File: src/rtl/rr_arb.sv
`default_nettype none
// ============================================================================
//  Module      : rr_arb
//  Description : Round-robin arbiter with a two-state FSM. The winner is picked
//                by scanning upward from a rotation pointer. A grant is held
//                until i_done, or until a hold timeout force-releases it.
//                Every release is followed by a one-cycle idle bubble.
//  Revision    : 1.0 - initial release
// ============================================================================
module rr_arb #(
    parameter int N_SEL_BITS = 2,
    parameter int TIMEOUT    = 16
) (
    input  logic                       i_clk,
    input  logic                       i_rst_n,
    input  logic [2**N_SEL_BITS-1:0]   i_req,
    input  logic                       i_done,
    output logic                       o_gnt_valid,
    output logic [N_SEL_BITS-1:0]      o_gnt_sel,
    output logic                       o_timeout
);

    localparam int N_REQ = 2**N_SEL_BITS;

    // Last count value before a forced release (counter starts at 0 on grant).
    localparam logic [7:0] HOLD_LAST = 8'(TIMEOUT - 1);

    typedef enum logic [0:0] {
        IDLE  = 1'b0,
        GRANT = 1'b1
    } state_t;

    state_t                  state;
    state_t                  state_nxt;
    logic [N_SEL_BITS-1:0]   ptr;
    logic [N_SEL_BITS-1:0]   ptr_nxt;
    logic [7:0]              hold_cnt;
    logic [7:0]              hold_cnt_nxt;
    logic [N_SEL_BITS-1:0]   sel_nxt;
    logic                    timeout_nxt;
    logic [N_SEL_BITS-1:0]   pick;
    logic [N_SEL_BITS-1:0]   cand;
    logic                    found;

    // Winner search: first requester at or above ptr, wrapping naturally.
    always_comb begin
        pick  = ptr;
        cand  = ptr;
        found = 1'b0;
        for (int k = 0; k < N_REQ; k++) begin
            cand = ptr + k[N_SEL_BITS-1:0];
            if (!found && i_req[cand]) begin
                pick  = cand;
                found = 1'b1;
            end
        end
    end

    // Next-state and next-output logic; outputs are registered below.
    always_comb begin
        state_nxt    = state;
        ptr_nxt      = ptr;
        hold_cnt_nxt = hold_cnt;
        sel_nxt      = o_gnt_sel;
        timeout_nxt  = 1'b0;
        case (state)
            IDLE: begin
                if (found) begin
                    sel_nxt      = pick;
                    hold_cnt_nxt = 8'd0;
                    state_nxt    = GRANT;
                end
            end
            GRANT: begin
                if (i_done) begin
                    state_nxt = IDLE;
                    ptr_nxt   = o_gnt_sel + 1'b1;
                end else if (hold_cnt == HOLD_LAST) begin
                    state_nxt   = IDLE;
                    ptr_nxt     = o_gnt_sel + 1'b1;
                    timeout_nxt = 1'b1;
                end else begin
                    hold_cnt_nxt = hold_cnt + 8'd1;
                end
            end
            default: begin
                state_nxt = IDLE;
            end
        endcase
    end

    // State, pointer, counter and output registers with asynchronous clear.
    always_ff @(posedge i_clk or negedge i_rst_n) begin
        if (!i_rst_n) begin
            state       <= IDLE;
            ptr         <= '0;
            hold_cnt    <= 8'd0;
            o_gnt_valid <= 1'b0;
            o_gnt_sel   <= '0;
            o_timeout   <= 1'b0;
        end else begin
            state       <= state_nxt;
            ptr         <= ptr_nxt;
            hold_cnt    <= hold_cnt_nxt;
            o_gnt_valid <= (state_nxt == GRANT);
            o_gnt_sel   <= sel_nxt;
            o_timeout   <= timeout_nxt;
        end
    end

endmodule
`default_nettype wire

File: config.mk
export PLATFORM = sky130hd
export DESIGN_NAME = rr_arb
export DESIGN_NICKNAME = d
export VERILOG_FILES = /design/src/rtl/rr_arb.sv
export SDC_FILE = /design/constraint.sdc
export NUM_CORES = 1
export LEC_CHECK = 0
export CORE_MARGIN = 5
export CORE_UTILIZATION = 51
export DETAILED_ROUTE_END_ITERATION = 6
export GPL_ROUTABILITY_DRIVEN = 0
export PLACE_DENSITY = 0.76
export SYNTH_ARGS = -nofsm -noshare
export SYNTH_HDL_FRONTEND = slang
export SYNTH_SLANG_ARGS = --single-unit
File: constraint.sdc
create_clock -name i_clk -period 2.18 [get_ports i_clk]
set_input_delay 0.436 -clock i_clk [delete_from_list [all_inputs] [get_ports i_clk]]
set_output_delay 0.436 -clock i_clk [all_outputs]
set_load 0.02 [all_outputs]
== Word-level counts from Yosys, hierarchy flattened ==
Index checks and enable logic that the tools add are counted.

* Register bits: 14
* Bits of input ports: 7
* Output and inout bits: 4
* Word-level logic and storage cells: 57

* Add/subtract/negate cells: 5
* Magnitude comparators: 4
* Eq/ne operators: 4
* Mux-type cells: 28
* Bitwise logic cells: 1
* Reduce and logical (&&, ||, !) cells: 10

{| class="wikitable"
|+ Operator list
! cell !! count
|-
| $mux 8 || 3
|-
| $pmux 8 s2 || 1
|-
| $mux 1 || 14
|-
| $lt 2x3->1 const B || 4
|-
| $mux 2 || 5
|-
| $add 8x1->8 const B || 1
|-
| $bmux 1 s2 || 4
|-
| $eq 8x4->1 const B || 1
|-
| $ne 2x2->1 const B || 3
|-
| $add 2x1->2 const B || 2
|-
| $add 2x2->2 const B || 2
|-
| $reduce_and 2->1 || 2
|-
| $logic_and 1x1->1 || 3
|-
| $logic_not 1->1 || 3
|-
| $reduce_and 3->1 || 1
|-
| $pmux 1 s2 || 1
|-
| $reduce_bool 2->1 || 1
|-
| $not 1->1 || 1
|}

== Longest topological paths before layout ==
Gate-level depths: netlist (run 1).

* Depth in word-level cells: 14
* Gate-level depth with buffers: 5
* Gate-level depth less buffers: 5

== Worst setup path after synthesis (run 1) ==
OpenSTA, ideal clock, no wires.

* Kind: flip-flop to flip-flop
* Start: reg hold_cnt[5]
* End: reg ptr[1]
* Library setup time: 128 ps
* Data arrival time: 1536 ps
* Required time: 2052 ps
* Path slack: 517 ps
* Stages on the path, launching flop included: 5
* Buffers on the path: 0
* Clock period less this slack: 1663 ps
* Path through: dfrtp_1 -> or3_4 -> or2_4 -> a21boi_4 -> mux2_1

* Cells in the longest elaborated chain, start to end: 3

{| class="wikitable"
|+ Ends and longest elaborated chain
! element !! line !! RTL
|-
| start, declared || 37 || <nowiki>logic [7:0] hold_cnt;</nowiki>
|-
| start signal, assigned || 104 || <nowiki>hold_cnt <= hold_cnt_nxt;</nowiki>
|-
| $eq 8x4->1 || 78 || <nowiki>end else if (hold_cnt == HOLD_LAST) begin</nowiki>
|-
| $reduce_bool 2->1 (no line) || - ||
|-
| $reduce_and 2->1 (no line) || - ||
|-
| end signal, assigned || 103 || <nowiki>ptr <= ptr_nxt;</nowiki>
|-
| end, declared || 35 || <nowiki>logic [N_SEL_BITS-1:0] ptr;</nowiki>
|}

No other way between the ends.
A chain may end at the register's enable or synchronous reset.

==> summary.txt, run 1 <==
Die
  – Num rows: 13
  – Die Area: 2300 µm²
  – Die Width: 48.0 µm
  – Core area: 1330 µm²
  – Chip height: 48.0 µm
  – IO Count: 11
  – Initial Utilization: 55.2%

Drt
  – Post-route ant nets: 0
  – Iteration-0 DRC Markers: 17
  – Via count: 608
  – Residual DRC: 0
  – DRT Pass-1 Iters: 4
  – Wirelength per Cell: 13.7 µm
  – WL final: 1460 µm
  – Via density per instance: 5.74

Pwr
  – VDD IR max: 0.698 mV
  – Pleak: 0.000378 µW
  – Cell Pwr Density: 977 nW/µm²

Finish
  – Post-route cell area: 885 µm²
  – Multi-input gate area: 363 µm²
  – Layout area overhead: 20.2%
  – Register area: 350 µm²
  – Antenna Cells: 0
  – Most frequent cells in the layout: dfrtp_1 (14), clkdlybuf4s50_1 (10), o21ai_0 (7), a21oi_1 (7)
  – Nets: 101
  – Commonest non-fill, non-tap cell in the layout: dfrtp_1
  – Fillers: 96
  – Fin cells: 106
  – Share of layout cells above drive strength 1: 7.69%

Clocking
  – TritonCTS Buffers: 3
  – CTS tree: done
  – H-tree Lvls: 1
  – CTS Root Buffer Type: clkbuf_4
  – Setup Fix Bufs, Post-CTS: 0
  – Clock Path Buffers: 2
  – Hold_buf cts: 0
  – Latest clock arrival within the worst-skew pair: 0.27 ns
  – CTS sink count: 14
  – CTS resizes: 0
  – Clock transition at path regs: 0.07 ns

Setup path
  – Slowest cell on crit path: clkdlybuf4s50_1
  – Crit-path cells: clkdlybuf4s50_1
  – Slowest stage delay, CP: 0.64 ns
  – Crit path DAT: 1.33 ns
  – Worst setup EP type: output pin
  – Crit Path Class: reg -> out
  – Startpoint Class: register
  – Crit Path Max Fanout: 6
  – Crit path buffers/inverters: 1
  – Critical path's top delay family: buffers and inverters
  – CP Data Required Time: 1.74 ns

Global routing
  – GR Util met2: 24.0%
  – Total track usage: 16.1%
  – First-pass GRT wire length: 2510 µm
  – Initial antenna violation count: 0
  – Vias in the first global route: 557
  – GR Layer Usage met3: 5.64%
  – GR peak layer: met2
  – Met1 usage: 21.9%
  – Grt ovf: 0
  – Largest net degree at the start of global routing: 15

Placement
  – DP HPWL: 1120 µm
  – Pre-CTS setup slack: 0.249 ns
  – Post-DP Area: 862 µm²
  – PortBufs: 10
  – Cells after DPL: 103

Synthesis
  – Fraction of registers with async set/reset: 100%
  – Post-synth cell types: 29
  – Cell count after synthesis: 77
  – Synth warnings: 0
  – Number of synthesized flops with an enable pin: 0
  – Seq cells post-synth: 14
  – Avg Inst Size Synth: 9.55 µm²
  – Post-synth top flop: dfrtp_1
  – Post-synthesis cell area: 736 µm²
  – Post-Syn Nets: 85
  – Seq/Total Area, Yosys: 47.6%

Timing
  – Final period util: 81.1%
  – Setup TNS: 0 ns
  – Slew headroom: 59.2%
  – Final Setup Violations: 0
  – Max-slew violations: 0
  – Worst slew pin tran: 0.609 ns
  – Setup ws final: 0.411 ns
  – Setup Skew: 0.00225 ns
  – RSZ-0062 raised after global routing: false
  – Tmin final: 1.77 ns
  – Fmax: 565 MHz
  – Final hold vios: 0

Hold path
  – HP Class: reg -> reg

Status
  – Status: completed

Run
  – Max-cap violations: 0
==> cell usage after synthesis (2+ instances only) <==
master | count | area share (%)
nor2b_1 | 3 | 2.6
a21oi_1 | 7 | 4.8
o31ai_1 | 2 | 2.0
nor3_1 | 3 | 2.0
nor2_1 | 6 | 3.1
a31oi_1 | 2 | 1.7
nand3_1 | 4 | 2.7
xor2_1 | 2 | 2.4
nand4_1 | 3 | 2.6
dfrtp_1 | 14 | 48
o21ai_0 | 7 | 4.8
inv_1 | 6 | 3.1
nand2_1 | 2 | 1.0
==> registers in the layout, indices dropped and copies added, names as in the netlist <==
signal and cells:
ptr 2, o_timeout 1, o_gnt_sel 2, hold_cnt 8, state 1
==> per-layer routing <==
metal	share of wire [%]	up-vias	wire, µm
met5	0	-	0
met4	0.89	0	13
met3	6.8	2	99
met2	43	20	630
met1	49	274	712
li1	-	312	-
==> path summary, 6_finish.rpt <==
kind	start	endpoint	slack, ns	cells past startpoint
min	hold_cnt[7]$_DFFE_PN0P_	hold_cnt[7]$_DFFE_PN0P_	0.52	1
min reg2reg	hold_cnt[7]$_DFFE_PN0P_	hold_cnt[7]$_DFFE_PN0P_	0.52	1
max in group asynchronous	i_rst_n	state$_DFF_PN0_	1.24	1
max reg2reg	hold_cnt[5]$_DFFE_PN0P_	ptr[1]$_DFFE_PN0P_	0.42	4
max	state$_DFF_PN0_	o_gnt_valid	0.41	1
min in group asynchronous	i_rst_n	hold_cnt[4]$_DFFE_PN0P_	0.55	1
==> where the power goes <==
part	switching, µW	internal (µW)	leakage [µW]	total, µW
registers	79.1	326	0.000181	405
clock network	69.5	63.8	0.0000138	133
logic	168	158	0.000184	326
total	316	548	0.000378	864
==> final cells by class <==
type | count | area share (%)
clock buffers | 3 | 2.55
inverters | 6 | 2.55
multi-input cells | 57 | 41.0
flip-flops and latches | 14 | 39.6
well taps | 15 | 2.12
repair buffers | 11 | 12.2
==> logic make-up after synthesis <==
logic type / synth area share [%]
flops: 47.6
simple gates: 23.5
xor+xnor: 2.38
fa+ha+maj: 1.70
buf+inv: 3.06
compound gates: 18.9
mux: 2.89
==> stage by stage <==
| step | utilization (%) | hold slack, ns | power, µW |
|---|---|---|---|
| after CTS | 66.3 | 0.519 | 871 |
| final | 66.3 | 0.523 | 864 |
| after global routing | 66.3 | 0.536 | 929 |
| after floorplan | - | 0.140 | 595 |
| after global placement | 64.6 | 0.506 | 724 |
| after detailed placement | 64.6 | 0.504 | 734 |
No activity file was read; power rests on OpenSTA's default activity.
==> run 2: changes to the inputs <==
==> constraint.sdc (replaced) <==
create_clock -name i_clk -period 1.75 [get_ports i_clk]
set_input_delay 0.35 -clock i_clk [delete_from_list [all_inputs] [get_ports i_clk]]
set_output_delay 0.35 -clock i_clk [all_outputs]
set_load 0.02 [all_outputs]
==> run 2 against run 1 <==
Compared with the run above: first-iteration DRC count rose by 47%; sequential share of layout area down 2.2 points; critical path depth rose by 3; utilization up 3.9 points; routed wire length rose by 5.2%; clock power up 29%; worst setup slack lost 0.35 ns; critical endpoint is now ptr[1]$_DFFE_PN0P_; largest power group unchanged.
==> summary.txt, run 2 (synthesis gave the netlist of run 1 again) <==
Drt
  – Residual DRC: 0 (unchanged)
  – Via count: 654 (was 608)
  – Iteration-0 DRC Markers: 25 (was 17)
  – DRT Pass-1 Iters: 4 (unchanged)
  – WL final: 1530 µm (was 1460 µm)
  – Wirelength per Cell: 13.5 µm (was 13.7 µm)
  – Via density per instance: 5.79 (was 5.74)
  – Post-route ant nets: 0 (unchanged)

Clocking
  – H-tree Lvls: 1 (unchanged)
  – CTS Root Buffer Type: clkbuf_4 (unchanged)
  – Latest clock arrival within the worst-skew pair: 0.27 ns (about the same)
  – CTS tree: done (unchanged)
  – Clock transition at path regs: 0.08 ns (was 0.07 ns)
  – TritonCTS Buffers: 3 (unchanged)
  – CTS sink count: 14 (unchanged)
  – Clock Path Buffers: 2 (unchanged)

Setup path
  – Crit path DAT: 1.84 ns (was 1.33 ns)
  – Worst Setup SP: hold_cnt[5]$_DFFE_PN0P_ (was state$_DFF_PN0_)
  – CP Data Required Time: 1.90 ns (was 1.74 ns)
  – R2R setup slack: 0.06 ns (was 0.42 ns)
  – R2R depth: 4 (unchanged)
  – Critical R2R Launch: hold_cnt[5]$_DFFE_PN0P_ (unchanged)
  – Crit Path Class: reg -> reg (was reg -> out)
  – Crit Path Max Fanout: 3 (was 6)
  – Worst setup EP type: register (was output pin)
  – FF-to-FF End: ptr[1]$_DFFE_PN0P_ (unchanged)
  – Startpoint Class: register (unchanged)

Timing
  – Final hold vios: 0 (unchanged)
  – Worst slew pin tran: 0.502 ns (was 0.609 ns)
  – Setup Skew: 0.00626 ns (was 0.00225 ns)
  – Final Setup Violations: 0 (unchanged)
  – Setup ws final: 0.0632 ns (was 0.411 ns)
  – RSZ-0062 raised after global routing: false (unchanged)
  – Worst Hold Slack: 0.385 ns (was 0.523 ns)
  – Max-slew violations: 0 (unchanged)
  – Fmax: 593 MHz
  – Final period util: 96.4%
  – Slew headroom: 66.6% (was 59.2%)
  – Tmin final: 1.69 ns

Global routing
  – First-pass GRT wire length: 2670 µm (was 2510 µm)
  – Grt ovf: 0 (unchanged)
  – Total track usage: 16.6% (was 16.1%)
  – Vias in the first global route: 636 (was 557)
  – Largest net degree at the start of global routing: 15 (unchanged)
  – Initial antenna violation count: 0 (unchanged)

Finish
  – Multi-input gate area: 363 µm² (unchanged)
  – Register area: 350 µm² (unchanged)
  – Max reg flops: 8 (unchanged)
  – Fillers: 110 (was 96)
  – Most frequent cells in the layout: dfrtp_1 (14), clkdlybuf4s50_1 (10), buf_4 (8), o21ai_0 (7), a21oi_1 (7) (was dfrtp_1 (14), clkdlybuf4s50_1 (10), o21ai_0 (7), a21oi_1 (7))
  – Fin util: 70.3% (was 66.3%)
  – Top Registers: hold_cnt: 8 flops, o_gnt_sel: 2 flops, ptr: 2 flops (unchanged)
  – Largest Register: hold_cnt (unchanged)
  – Share of layout cells above drive strength 1: 14.3% (was 7.69%)
  – Nets: 108 (was 101)
  – Commonest non-fill, non-tap cell in the layout: dfrtp_1 (unchanged)
  – Antenna Cells: 0 (unchanged)
  – Layout area overhead: 27.4% (was 20.2%)

Pwr
  – VDD IR max: 0.955 mV (was 0.698 mV)
  – Cell Pwr Density: 1160 nW/µm² (was 977 nW/µm²)
  – Pleak: 0.000414 µW (was 0.000378 µW)

Die
  – Initial Utilization: 55.2% (unchanged)
  – Core area: 1330 µm² (unchanged)
  – Chip height: 48.0 µm (unchanged)
  – IO Count: 11 (unchanged)
  – Num rows: 13 (unchanged)
  – Die Area: 2300 µm² (unchanged)
  – Die Width: 48.0 µm (unchanged)

Status
  – Status: completed (unchanged)

Hold path
  – HP Class: in -> async (was reg -> reg)

Placement
  – PortBufs: 10 (unchanged)
  – Pre-CTS setup slack: -0.00346 ns (was 0.249 ns)
  – DP HPWL: 1200 µm (was 1120 µm)

Run
  – Max-cap violations: 0 (unchanged)
[run 2: changes by cell type in the layout (fill, tap and decap cells not counted), sizes merged]
cell | before | now
buf | 1 | 8
[run 2: worst max-delay path by stage]
stage                         endpoint
3_3_place_gp   hold_cnt[4]$_DFFE_PN0P_
4_1_cts                    o_gnt_valid
5_1_grt             ptr[1]$_DFFE_PN0P_
6_report            ptr[1]$_DFFE_PN0P_
2_1_floorplan       ptr[1]$_DFFE_PN0P_
3_5_place_dp   hold_cnt[4]$_DFFE_PN0P_
[run 2: power breakdown]
part           switching [µW]  internal [µW]
registers                96.5            406
logic                     208            206
clock network            92.8           79.5
total                     397            691
[run 2: worst max-delay path: stages, from the launching register on]
cell      delay (ns)
dfrtp_1         0.38
or3_4           0.40
or2_4           0.28
a21boi_4        0.17
mux2_1          0.33
[run 2: layer usage]
metal	global-route usage, %	vias to the layer above	share of wire, %
li1	-	326	-
met1	22.6	309	47
met2	24.5	17	46
met3	5.64	2	6.3
met4	5.91	0	0.85
met5	0	-	0
[run 2: layout make-up]
| class | count | share of cell area [%] |
|---|---|---|
| flip-flops and latches | 14 | 37.4 |
| inverters | 6 | 2.40 |
| multi-input cells | 57 | 38.7 |
| well taps | 15 | 2.00 |
| repair buffers | 18 | 17.1 |
| clock buffers | 3 | 2.40 |
[run 2: timing repair]
action / in CTS / in global routing
setup endpoints to repair: 0 / 1
gates resized for setup: 0 / 0
setup buffers: 0 / 1
hold buffers: 0 / 0
[run 2: per-stage QoR]
step	total power (µW)	TNS (ns)	cells	cell area [µm²]
3_3_place_gp	900	-0.00738	109	907
2_1_floorplan	742	0	77	736
4_1_cts	1090	0	112	930
3_5_place_dp	915	-0.00346	109	907
5_1_grt	1180	0	113	937
6_report	1090	0	113	937
